==> src/rtl/pipelined_cla_adder_if.sv <==
// Operand/result handshake bundle for pipelined_cla_adder.
// The master side presents operands and consumes results; the slave side
// is the adder itself. The ovf signal exists only when CLA_OVF_EN is defined.
interface pipelined_cla_adder_if #(
  parameter int WIDTH = 16
);
  logic             in_valid;
  logic             in_ready;
  logic [WIDTH-1:0] a;
  logic [WIDTH-1:0] b;
  logic             cin;
  logic             sub;
  logic             out_valid;
  logic             out_ready;
  logic [WIDTH-1:0] sum;
  logic             cout;
`ifdef CLA_OVF_EN
  logic             ovf;
`endif

  modport master (
    output in_valid, a, b, cin, sub, out_ready,
    input  in_ready, out_valid, sum, cout
`ifdef CLA_OVF_EN
    , ovf
`endif
  );

  modport slave (
    input  in_valid, a, b, cin, sub, out_ready,
    output in_ready, out_valid, sum, cout
`ifdef CLA_OVF_EN
    , ovf
`endif
  );
endinterface

==> src/rtl/pipelined_cla_adder.sv <==
// Two-stage pipelined carry-lookahead adder/subtractor.
// Stage 1 adds the lower half and registers the carry into the upper half
// together with the upper operand bits; stage 2 adds the upper half.
// Valid/ready handshake on both sides with bubble collapsing.
// Optional macro CLA_OVF_EN adds the registered signed-overflow output ovf.
module pipelined_cla_adder #(
  parameter int WIDTH = 16,
  parameter int GROUP = 4
) (
  input  logic                  clk,
  input  logic                  rst,
  pipelined_cla_adder_if.slave  bus
);

  localparam int H  = WIDTH / 2;
  localparam int NG = H / GROUP;

  // Operand conditioning: subtraction is A + ~B + 1
  logic [WIDTH-1:0] bx;
  logic             c0;

  assign bx = bus.sub ? ~bus.b : bus.b;
  assign c0 = bus.sub | bus.cin;

  // Pipeline registers
  logic             vld_p1;
  logic [H-1:0]     sum_lo_p1;
  logic             c_mid_p1;
  logic [H-1:0]     a_hi_p1;
  logic [H-1:0]     b_hi_p1;

  logic             vld_p2;
  logic [WIDTH-1:0] sum_p2;
  logic             cout_p2;

  // Half-width CLA inputs/outputs: index 0 = lower half (stage 1),
  // index 1 = upper half (stage 2). Both use the same lookahead structure.
  logic [H-1:0] hx  [2];
  logic [H-1:0] hy  [2];
  logic         hci [2];
  logic [H-1:0] hs  [2];
  logic         hco [2];

  assign hx[0]  = bus.a[H-1:0];
  assign hy[0]  = bx[H-1:0];
  assign hci[0] = c0;

  assign hx[1]  = a_hi_p1;
  assign hy[1]  = b_hi_p1;
  assign hci[1] = c_mid_p1;

  for (genvar h = 0; h < 2; h++) begin : g_half
    logic [H-1:0]  g;
    logic [H-1:0]  p;
    logic [H-1:0]  c;   // carry into each bit
    logic [NG-1:0] gg;  // group generate
    logic [NG-1:0] gp;  // group propagate
    logic [NG:0]   gc;  // carry into each group, gc[NG] is the half carry-out

    assign g = hx[h] & hy[h];
    assign p = hx[h] ^ hy[h];

    for (genvar k = 0; k < NG; k++) begin : g_grp
      logic [GROUP-1:0] rc;  // in-group carries seeded by the group carry-in
      logic [GROUP:0]   rg;  // in-group generate prefix, carry-in forced to 0

      assign rc[0] = gc[k];
      assign rg[0] = 1'b0;

      for (genvar i = 0; i < GROUP; i++) begin : g_bit
        if (i < GROUP - 1) begin : g_rc
          assign rc[i+1] = g[k*GROUP+i] | (p[k*GROUP+i] & rc[i]);
        end
        assign rg[i+1]      = g[k*GROUP+i] | (p[k*GROUP+i] & rg[i]);
        assign c[k*GROUP+i] = rc[i];
      end

      assign gg[k] = rg[GROUP];
      assign gp[k] = &p[k*GROUP +: GROUP];
    end

    // Group carries as flat sum-of-products over group G/P, so no carry
    // has to ripple through earlier groups.
    assign gc[0] = hci[h];
    for (genvar k = 1; k <= NG; k++) begin : g_look
      logic [k:0] t;
      for (genvar j = 0; j < k; j++) begin : g_term
        if (j + 1 < k) begin : g_mid
          assign t[j] = gg[j] & (&gp[k-1:j+1]);
        end else begin : g_top
          assign t[j] = gg[j];
        end
      end
      assign t[k]  = hci[h] & (&gp[k-1:0]);
      assign gc[k] = |t;
    end

    assign hs[h]  = p ^ c;
    assign hco[h] = gc[NG];
  end

  // Handshake: stage 1 advances when stage 2 is empty or draining
  logic adv2;
  logic accept;

  assign adv2         = vld_p1 & (~vld_p2 | bus.out_ready);
  assign bus.in_ready = ~vld_p1 | ~vld_p2 | bus.out_ready;
  assign accept       = bus.in_valid & bus.in_ready;

  // Stage-valid flags; reset discards anything in flight
  always_ff @(posedge clk or posedge rst) begin
    if (rst) begin
      vld_p1 <= 1'b0;
      vld_p2 <= 1'b0;
    end else begin
      if (accept)
        vld_p1 <= 1'b1;
      else if (adv2)
        vld_p1 <= 1'b0;

      if (adv2)
        vld_p2 <= 1'b1;
      else if (bus.out_ready)
        vld_p2 <= 1'b0;
    end
  end

  // ---- stage 0 -> stage 1 boundary ----
  // Lower half-sum, mid carry and upper operand bits (MSBs are the sign bits)
  always_ff @(posedge clk) begin
    if (accept) begin
      sum_lo_p1 <= hs[0];
      c_mid_p1  <= hco[0];
      a_hi_p1   <= bus.a[WIDTH-1:H];
      b_hi_p1   <= bx[WIDTH-1:H];
    end
  end

  // ---- stage 1 -> stage 2 boundary ----
  // Result register; cleared by reset so the outputs read zero during rst
  always_ff @(posedge clk or posedge rst) begin
    if (rst) begin
      sum_p2  <= '0;
      cout_p2 <= 1'b0;
    end else if (adv2) begin
      sum_p2  <= {hs[1], sum_lo_p1};
      cout_p2 <= hco[1];
    end
  end

`ifdef CLA_OVF_EN
  logic ovf_p2;
  logic ovf_d;

  assign ovf_d = (a_hi_p1[H-1] == b_hi_p1[H-1]) && (hs[1][H-1] != a_hi_p1[H-1]);

  // Signed overflow, registered alongside the result
  always_ff @(posedge clk or posedge rst) begin
    if (rst)
      ovf_p2 <= 1'b0;
    else if (adv2)
      ovf_p2 <= ovf_d;
  end

  assign bus.ovf = ovf_p2;
`endif

  assign bus.out_valid = vld_p2;
  assign bus.sum       = sum_p2;
  assign bus.cout      = cout_p2;

endmodule

==> src/flat_wrapper.sv <==
// flat-port wrapper written by rule: the top's interface ports become plain ports
module pipelined_cla_adder_flat 
#(
  parameter int WIDTH = 16,
  parameter int GROUP = 4
)
  (clk, rst, bus_in_valid, bus_a, bus_b, bus_cin, bus_sub, bus_out_ready, bus_in_ready, bus_out_valid, bus_sum, bus_cout);
  pipelined_cla_adder_if #(.WIDTH(WIDTH)) bus_i ();
  input  logic clk;
  input  logic rst;
  input wire logic [$bits(bus_i.in_valid)-1:0] bus_in_valid;
  input wire logic [$bits(bus_i.a)-1:0] bus_a;
  input wire logic [$bits(bus_i.b)-1:0] bus_b;
  input wire logic [$bits(bus_i.cin)-1:0] bus_cin;
  input wire logic [$bits(bus_i.sub)-1:0] bus_sub;
  input wire logic [$bits(bus_i.out_ready)-1:0] bus_out_ready;
  output wire logic [$bits(bus_i.in_ready)-1:0] bus_in_ready;
  output wire logic [$bits(bus_i.out_valid)-1:0] bus_out_valid;
  output wire logic [$bits(bus_i.sum)-1:0] bus_sum;
  output wire logic [$bits(bus_i.cout)-1:0] bus_cout;
  assign bus_i.in_valid = bus_in_valid;
  assign bus_i.a = bus_a;
  assign bus_i.b = bus_b;
  assign bus_i.cin = bus_cin;
  assign bus_i.sub = bus_sub;
  assign bus_i.out_ready = bus_out_ready;
  assign bus_in_ready = bus_i.in_ready;
  assign bus_out_valid = bus_i.out_valid;
  assign bus_sum = bus_i.sum;
  assign bus_cout = bus_i.cout;
  pipelined_cla_adder #(.WIDTH(WIDTH), .GROUP(GROUP)) u_core (.clk(clk), .rst(rst), .bus(bus_i));
endmodule
==> config.mk <==
export PLATFORM = sky130hd
export DESIGN_NAME = pipelined_cla_adder_flat
export DESIGN_NICKNAME = d
export VERILOG_FILES = /design/src/rtl/pipelined_cla_adder_if.sv /design/src/rtl/pipelined_cla_adder.sv /design/src/flat_wrapper.sv
export SDC_FILE = /design/constraint.sdc
export NUM_CORES = 1
export LEC_CHECK = 0
export CAP_MARGIN = 20
export CELL_PAD_IN_SITES_DETAIL_PLACEMENT = 1
export CELL_PAD_IN_SITES_GLOBAL_PLACEMENT = 2
export CORE_ASPECT_RATIO = 0.5
export CORE_UTILIZATION = 36
export CTS_CLUSTER_SIZE = 40
export DETAILED_ROUTE_END_ITERATION = 7
export PLACE_DENSITY_LB_ADDON = 0.1
export SETUP_SLACK_MARGIN = 0.1
export SLEW_MARGIN = 25
export SYNTH_ARGS = -nofsm -noshare
export SYNTH_HDL_FRONTEND = slang
export SYNTH_SLANG_ARGS = --single-unit
==> constraint.sdc <==
create_clock -name clk -period 9.5 [get_ports clk]
set_clock_uncertainty 0.15 [all_clocks]
set_input_delay 1.9 -clock clk [delete_from_list [all_inputs] [get_ports clk]]
set_output_delay 1.9 -clock clk [all_outputs]
set_load 0.005 [all_outputs]
Word-level counts from Yosys, hierarchy flattened. Index checks and enable logic that the tools add are counted. Widths: inputs -> output; s select.

Flip-flop bits (word level): 44. Bits of input ports: 38. Output and inout port bits: 19. Logic and storage cells: 94.

Muxes and demuxes: 5. Bitwise logic cells: 69. Reduce and logical (&&, ||, !) cells: 12.

Operators by type and width (count): $and 1x1->1 (32); $xor 8x8->8 (4); $or 1x1->1 (28); $and 8x8->8 (2); $mux 16 (1); $not 16->16 (1); $reduce_and 4->1 (4); $reduce_and 8->1 (2); $reduce_or 3->1 (2); $mux 1 (4); $reduce_bool 2->1 (2); $reduce_or 2->1 (2); $not 1->1 (2).

Depth between registers and ports, before layout. Gate-level depths: netlist of the first run.

Word-level depth: 17. Gate-level depth with buffers: 11. Gate-level depth less buffers: 10.

Worst setup path before layout of the first run. Ideal clock, no wire load.

Kind: input port to flip-flop. Start point: in bus_sub. End point: reg u_core.sum_lo_p1[7] (data pin). Library setup time: 0.258 ns. Arrival time: 4.228 ns. Data required time: 9.092 ns. Path slack: 4.865 ns. Cell stages on the path: 11. Path buffers: 1. Path through: buf_6 xor2_1 ha_1 o211ai_1 a21boi_1 o21a_1 nor2_1 fa_1 fa_1 fa_1 xnor2_1.

RTL lines: start, declared (RTL line flat_wrapper.sv:15) `input wire logic [$bits(bus_i.sub)-1:0] bus_sub;`; end signal, assigned (RTL line pipelined_cla_adder.sv:132) `sum_lo_p1 <= hs[0];`; end, declared (RTL line pipelined_cla_adder.sv:27) `logic [H-1:0] sum_lo_p1;`.

==> results.toml, run 1 <==
[setup_path]
timing.rr.start = "u_core.b_hi_p1[0]"
required_ns = 9.38
cp-endpoint = "u_core.sum_lo_p1[7]"
r2r-end = "u_core.bus.sum[14]"
arrival_ns = 5.47
crit_path_cell_trace = "clkdlybuf4s50_1 > xor2_1 > ha_1 > o211ai_1 > a21boi_1 > o21a_1 > nor2_1 > fa_1 > fa_1 > fa_1 > xnor2_1"
setup.worst_path.end_class = "flip-flop"
slowest_delay_ns = 1.12
path_buf_inv = 1
setup.worst_path.class = "in2reg"
cp-start-kind = "input pin"
cpMaxStageDelayCell = "clkdlybuf4s50_1"
rrSetupSlack_ns = 6.21
r2r_cells = 9
cp-startpoint = "bus_sub"
crit_cells = 11
path_max_fanout = 18
crit_top_cell = "fa_1"
cp_top_family = "adder cells"

[route]
drtPass1Iterations = 4
wl_met3_um = 216
routed_wl_mm = 4.34
first_iter_violations = 35
dr_wl_met2_mm = 2.20
wl_met1_mm = 1.93
viasPerCell = 4.49
top_layer_used = "met3"
drc_errors = 0
postRouteAntennaNets = 0
vias = 1436
wire_per_inst_um = 13.6

[cts]
cts_hold_buf = 0
cts_max_level = 2
cts_buffers = 5
cts_tree = "done"
worstSkewPairLatency_ns = 0.28
cts_root_buf = "clkbuf_16"
path_clk_slew_ns = 0.06
post_cts_buffers = 0
clock-sinks = 44
clockBufferDepth = 2
post_cts_resized = 0

[power]
p_leak_nw = 1.32
p_per_area_mw_per_mm2 = 197
total_power_mw = 0.626
ir_worst_vdd_uv = 70.6

[synth]
yosysWarnings = 0
synth_top_area_share_pct = 31.9
async_flop_share_pct = 43.2
synth_seq_cells = 44
synth_seq_area_share_pct = 52.0
ys.flop_type = "edfxtp_1"
synth.area.top_cells = "edfxtp_1, dfrtp_1, fa_1"
synth_common_cells = "edfxtp_1, inv_1, dfrtp_1"
syn_area_mm2 = 0.00236
synth.distinct_cells = 30
synth_top_area_cell = "edfxtp_1"
syn_nets = 238
synthCells = 172
synth_edf_count = 25
syn_avg_cell_area_um2 = 13.7
synth_most_common_cell = "edfxtp_1"

[finish]
nets = 297
antenna_cells = 0
fin_cells = 320
layout-drive-gt1-share_pct = 10.3
area_delta_synth_final_pct = 34.9
fin_util_pct = 51.4

[global_routing]
grt_usage_pct = 14.0
grt_pass1_vias = 1492
grt_first_pass_wirelength_mm = 7.00
grt_antenna_before_repair = 0
grt_max_degree = 26
overflow = 0

[timing]
layout_worst_path_cycle_share_pct = 58.9
fin_crit_ns = 5.59
worstMarginPinSlew_ns = 0.984
hold_viol = 0
rsz0062_at_grt = "no"
maxSlewHeadroom_pct = 34.2
max_freq_ghz = 0.179
slew_violations = 0
tns_ns = 0
setup-violations-final = 0

[die]
fp.coreArea_mm2 = 0.00618
start_util_pct = 38.1
rows = 20
die_w_um = 116
die_h_um = 59.2
die_area_mm2 = 0.00689
io_pins = 57

[min_path]
hp-class = "reg2reg"

[job]
max_cap_viol_count = 0

[placed_design]
place_hpwl_mm = 3.27
place.gp.congestion = 0.763
dp.cells = 312
port_buffers = 56

[outcome]
status = "finished, final reports clean"
==> sequential cells by signal, indices dropped and copies added, names as in the netlist <==
name                  count
u_core.bus.cout           1
u_core.c_mid_p1           1
u_core.vld_p1             1
u_core.bus.out_valid      1
u_core.b_hi_p1            8
u_core.sum_lo_p1          8
u_core.a_hi_p1            8
u_core.bus.sum           16
==> kinds of logic (layout without fill, tap and decap cells) <==
kind of cell,count (synthesis),after routing,synth area share [%]
flip-flops,44,44,52.0
adder cells (fa/ha/maj),28,28,18.7
buffers and inverters,27,87,5.26
AND/OR/NAND/NOR,21,21,4.57
XOR/XNOR,20,20,7.43
AO/OA/AOI/OAI,19,19,5.79
multiplexers,13,13,6.21
==> how the worst min path moves through the flow <==
stage	from	to	slack, ns	depth (start not counted)
after CTS	u_core.bus.sum[11]	u_core.bus.sum[11]	0.33	2
after global placement	u_core.sum_lo_p1[3]	u_core.bus.sum[3]	0.31	1
after global routing	u_core.sum_lo_p1[6]	u_core.bus.sum[6]	0.35	1
after floorplan	u_core.sum_lo_p1[0]	u_core.bus.sum[0]	0.31	1
after detailed placement	u_core.bus.sum[11]	u_core.bus.sum[11]	0.32	2
final	u_core.bus.sum[11]	u_core.bus.sum[11]	0.32	2
==> cell usage in the layout, fill, tap and decap left out, types with 4 or more instances in the layout <==
| cell type | n |
|---|---|
| a21oi_1 | 6 |
| clkbuf_16 | 5 |
| clkdlybuf4s50_1 | 56 |
| dfrtp_1 | 19 |
| edfxtp_1 | 25 |
| fa_1 | 12 |
| ha_1 | 16 |
| inv_1 | 23 |
| mux2_2 | 13 |
| nand2_1 | 5 |
| nor2_1 | 6 |
| o21ai_0 | 5 |
| xnor2_1 | 4 |
| xor2_1 | 16 |
==> tightest hold or removal path, stage by stage, from the launching register on <==
cell	delay [ns]
dfrtp_1	0.34
nand2_1	0.05
o21ai_0	0.06
==> final cells by class <==
class                   count  area, um^2
clock buffers               6         129
clock inverters             2        60.1
fillers                   664        3000
inverters                  23        86.3
multi-input cells         101        1010
flip-flops and latches     44        1230
well taps                  88         110
repair buffers             56         561
==> metrics by stage <==
stage,setup WS (ns),hold slack [ns],instance area [um^2]
floorplan,4.86,0.305,2360
global placement,3.62,0.308,2990
detailed placement,3.55,0.319,2990
CTS,3.85,0.332,3180
global route,3.69,0.351,3180
finish,3.91,0.324,3180
==> layer usage <==
layer,global-route usage (%),vias to the layer above
met1,16.0,711
met5,0,-
li1,-,694
met4,3.85,0
met2,25.7,31
met3,4.09,0
==> report_power, final <==
part           switching (mW)  internal [mW]  total, mW
logic                  0.0587         0.0929      0.152
clock network          0.0663          0.151      0.217
registers              0.0159          0.241      0.257
No activity file was read; power rests on OpenSTA's default activity.
==> run 2, diff against run 1 <==
CORE_UTILIZATION = 33   (was 36)
clock period = 5.4 ns   (was 9.5 ns; I/O delays follow)
==> run 2 against run 1 <==
  * Combinational power up 75%
  * Sequential share of layout area up 0.40 points
  * First-iteration DRC count down 34%
  * Largest cell class unchanged
==> results.toml, run 2 (same netlist as run 1, synthesis figures left out) <==
[global_routing]
grt_first_pass_wirelength_mm = 6.82
grt_pass1_vias = 1504
grt_usage_pct = 12.3
overflow = 0
grt_antenna_before_repair = 0
grt_max_degree = 21

[finish]
antenna_cells = 0
layout-drive-gt1-share_pct = 10.3
final_common_cell = "clkdlybuf4s50_1"
fin_util_pct = 46.4
nets = 299
area_delta_synth_final_pct = 33.6
layout_common_cells = "clkdlybuf4s50_1, edfxtp_1, inv_1, dfrtp_1"
largest_reg_flops = 16

[min_path]
hp-class = "reg2reg"
min-delay-start = "u_core.sum_lo_p1[1]"

[power]
power_frac_clock_pct = 28.5
p_int_mw = 0.759
combPwrFrac_pct = 26.4
p_switching_mw = 0.246
ir_worst_vdd_uv = 115
p_seq_share_pct = 45.1
p_leak_nw = 1.30
switching_share_pct = 24.5
p_per_area_mw_per_mm2 = 319

[cts]
cts_hold_buf = 0
cts_root_buf = "clkbuf_16"
post_cts_buffers = 0
path_clk_slew_ns = 0.06
worstSkewPairLatency_ns = 0.28
clock-sinks = 44
cts_buffers = 5
cts_tree = "done"
post_cts_resized = 0
cts_max_level = 2
clockBufferDepth = 2

[die]
io_pins = 57
die_w_um = 121
fp.coreArea_mm2 = 0.00678
start_util_pct = 34.8
die_area_mm2 = 0.00750
die_h_um = 61.7
rows = 21

[route]
viasPerCell = 4.35
drtPass1Iterations = 3
routed_wl_mm = 4.25
first_iter_violations = 23
wire_per_inst_um = 13.0
vias = 1419
drc_errors = 0
postRouteAntennaNets = 0

[setup_path]
setup.worst_path.end_class = "flip-flop"
cp-startpoint = "bus_sub"
required_ns = 5.28
timing.rr.start = "u_core.b_hi_p1[0]"
cp-start-kind = "input pin"
arrival_ns = 4.18
setup.worst_path.class = "in2reg"
path_max_fanout = 10

[timing]
setup-violations-final = 0
worstMarginPinSlew_ns = 0.792
layout_worst_path_cycle_share_pct = 79.5
rsz0062_at_grt = "no"
maxSlewHeadroom_pct = 47.1
hold_viol = 0
slew_violations = 0
max_freq_ghz = 0.233
tns_ns = 0
fin_crit_ns = 4.29

[outcome]
status = "finished, final reports clean"

[placed_design]
port_buffers = 56
place_hpwl_mm = 3.43
place.gp.congestion = 0.752

[job]
max_cap_viol_count = 0
==> run 2: final timing paths <==
check	endpoint	slack, ns	cells after the start
max	u_core.sum_lo_p1[7]	1.11	11
min	u_core.bus.sum[1]	0.33	1
max reg2reg	u_core.bus.sum[14]	2.13	9
min reg2reg	u_core.bus.sum[1]	0.33	1
max in group asynchronous	u_core.bus.sum[0]	3.49	2
min in group asynchronous	u_core.bus.sum[14]	1.11	2
==> run 2: area by class of cell <==
class | count | area, um^2
clock inverters | 1 | 5.00
clock buffers | 7 | 133
inverters | 23 | 86.3
well taps | 92 | 115
fillers | 736 | 3630
repair buffers | 58 | 576
multi-input cells | 101 | 1010
flip-flops and latches | 44 | 1230
==> run 2: power by group through the flow <==
stage	Combinational, mW	Sequential (mW)	Clock, mW
floorplan	0.130	0.460	0
global placement	0.266	0.458	0
detailed placement	0.272	0.461	0
CTS	0.274	0.455	0.299
global route	0.299	0.462	0.311
finish	0.266	0.453	0.286
==> run 2: per-layer routing <==
| metal | vias up | GRT usage (%) | share of wire (%) |
|---|---|---|---|
| li1 | 698 | - | - |
| met1 | 681 | 14.0 | 45 |
| met2 | 37 | 23.4 | 48 |
| met3 | 3 | 3.56 | 5.6 |
| met4 | 0 | 3.70 | 0.75 |
| met5 | - | 0 | 0 |
==> run 2: per-stage QoR <==
| step | hold slack (ns) | setup WS (ns) | total power [mW] | cells | instance area (um^2) |
|---|---|---|---|---|---|
| 3_5_place_dp | 0.317 | 0.750 | 0.734 | 318 | 3010 |
| 2_1_floorplan | 0.305 | 1.58 | 0.589 | 172 | 2360 |
| 5_1_grt | 0.343 | 0.914 | 1.07 | 326 | 3150 |
| 6_report | 0.325 | 1.11 | 1.00 | 326 | 3150 |
| 3_3_place_gp | 0.310 | 0.797 | 0.724 | 318 | 3010 |
| 4_1_cts | 0.331 | 1.05 | 1.03 | 326 | 3150 |
==> run 2: critical path, stage by stage <==
cell             delay, ns
clkdlybuf4s50_1       0.64
xor2_1                0.28
ha_1                  0.32
o211ai_1              0.09
a21boi_1              0.19
o21a_1                0.14
nor2_1                0.05
fa_1                  0.42
fa_1                  0.43
fa_1                  0.41
xnor2_1               0.13
==> run 3, diff against run 2 <==
CORE_UTILIZATION = 30   (was 33)
clock period = 3.8 ns   (was 5.4 ns; I/O delays follow)
==> run 3 against run 2 <==
  * Power is 43% higher
  * Global-route usage hardly changed
  * First-iteration DRC count is 52% higher
  * Combinational power is 45% higher
  * Sequential share of layout area is 0.74 points lower
  * Via count is 3.0% higher
  * Worst setup slack worse by 0.86 ns
  * Sequential power is 43% higher
==> results.toml, run 3 (same netlist as run 1, synthesis figures left out) <==
[setup_path]
rrSetupSlack_ns = 0.56
path_max_fanout = 2
required_ns = 3.68
setup.worst_path.class = "in2reg"
cp-start-kind = "input pin"
arrival_ns = 3.43
setup.worst_path.end_class = "flip-flop"

[placed_design]
place.gp.congestion = 0.767
dp_slack_ns = -0.292
dp.cells = 338
port_buffers = 56
place_hpwl_mm = 3.56

[finish]
nFillCells = 805
antenna_cells = 0
final_common_cell = "clkdlybuf4s50_1"
largest_reg_flops = 16
nets = 303
area_delta_synth_final_pct = 36.2
layout_common_cells = "clkdlybuf4s50_1, edfxtp_1, inv_1, dfrtp_1, ha_1"
fin_cells = 346
layout-drive-gt1-share_pct = 13.0

[route]
viasPerCell = 4.22
drc_errors = 0
first_iter_violations = 35
vias = 1461
routed_wl_mm = 4.47
drtPass1Iterations = 4
postRouteAntennaNets = 0
wire_per_inst_um = 12.9

[timing]
maxSlewHeadroom_pct = 46.9
tns_ns = 0
fin_crit_ns = 3.55
setup_ws_ns = 0.251
worstMarginPinSlew_ns = 0.796
hold_viol = 0
max_freq_ghz = 0.282
slew_violations = 0
rsz0062_at_grt = "no"
setup-violations-final = 0
layout_worst_path_cycle_share_pct = 93.4

[cts]
path_clk_slew_ns = 0.06
cts_tree = "done"
cts_hold_buf = 0
cts_buffers = 5
post_cts_buffers = 0
clock-sinks = 44
clockBufferDepth = 2
worstSkewPairLatency_ns = 0.28
cts_max_level = 2
cts_root_buf = "clkbuf_16"

[outcome]
status = "finished, final reports clean"

[global_routing]
grt_antenna_before_repair = 0
grt_first_pass_wirelength_mm = 7.61
grt_usage_pct = 12.3
overflow = 0
grt_pass1_vias = 1547
grt_max_degree = 26

[die]
die_area_mm2 = 0.00823
rows = 22
io_pins = 57
die_h_um = 64.7
die_w_um = 127
start_util_pct = 31.6
fp.coreArea_mm2 = 0.00746

[power]
p_per_area_mw_per_mm2 = 448
p_leak_nw = 1.33
ir_worst_vdd_uv = 154

[job]
max_cap_viol_count = 0

[min_path]
hp-class = "reg2reg"
-- run 3: cell count changes in the layout (fill, tap and decap cells not counted) --
cell | before | now
fa_2 | 0 | 2
clkdlybuf4s50_1 | 56 | 55
xor2_1 | 16 | 15
fa_1 | 12 | 10
xor2_2 | 0 | 1
dlygate4sd2_1 | 0 | 1
buf_4 | 2 | 6
-- run 3: worst max-delay path, cell delays in order --
cell	delay [ns]
clkdlybuf4s50_1	0.44
xor2_2	0.17
ha_1	0.30
o211ai_1	0.09
a21boi_1	0.20
o21a_1	0.14
nor2_1	0.05
fa_2	0.37
fa_2	0.37
fa_1	0.40
xnor2_1	0.13
-- run 3: report_power, final --
group	switching [mW]	internal (mW)	leakage, nW	total (mW)
clock network	0.163	0.243	0.0679	0.406
registers	0.0424	0.604	0.462	0.646
logic	0.149	0.238	0.796	0.387
total	0.354	1.08	1.33	1.44
-- run 3: path summary, 6_finish.rpt --
check                                   startpoint              endpoint  cells after the start
worst min register to register  u_core.bus.sum[15]    u_core.bus.sum[15]                      2
worst min-delay path            u_core.bus.sum[15]    u_core.bus.sum[15]                      2
worst max-delay path                      bus_b[1]   u_core.sum_lo_p1[7]                     11
worst max register to register   u_core.b_hi_p1[0]    u_core.bus.sum[14]                      9
max in group asynchronous                      rst    u_core.bus.sum[10]                      2
min in group asynchronous                      rst  u_core.bus.out_valid                      2
-- run 3: routing by layer --
| layer | GRT usage (%) | vias to the layer above | share of wire, % |
|---|---|---|---|
| li1 | - | 704 | - |
| met1 | 14.7 | 718 | 44 |
| met2 | 22.0 | 35 | 50 |
| met3 | 2.64 | 4 | 4.3 |
| met4 | 4.46 | 0 | 1.3 |
| met5 | 0 | - | 0 |
-- run 3: area by class of cell --
type | instances | area, um^2 | area share [%]
Clock inverter | 1 | 5.00 | 0.156
Sequential cell | 44 | 1230 | 38.2
Tap cell | 108 | 135 | 4.21
Clock buffer | 7 | 133 | 4.13
Multi-Input combinational cell | 101 | 1020 | 31.7
Timing Repair Buffer | 62 | 604 | 18.8
Inverter | 23 | 86.3 | 2.69
-- run 3: stage by stage --
step	cell area, um^2	utilization (%)	power [mW]	hold WS (ns)
after detailed placement	3060	41.0	1.05	0.320
after floorplan	2360	-	0.837	0.305
final	3210	43.0	1.44	0.325
after global routing	3210	43.0	1.53	0.348
after CTS	3200	42.8	1.47	0.333
after global placement	3060	41.0	1.04	0.308
-- run 3: what timing repair did --
item,4_1_cts,5_1_grt
endpoints found under the setup margin,2,2
gates resized for setup,1,3
pin swaps,0,1
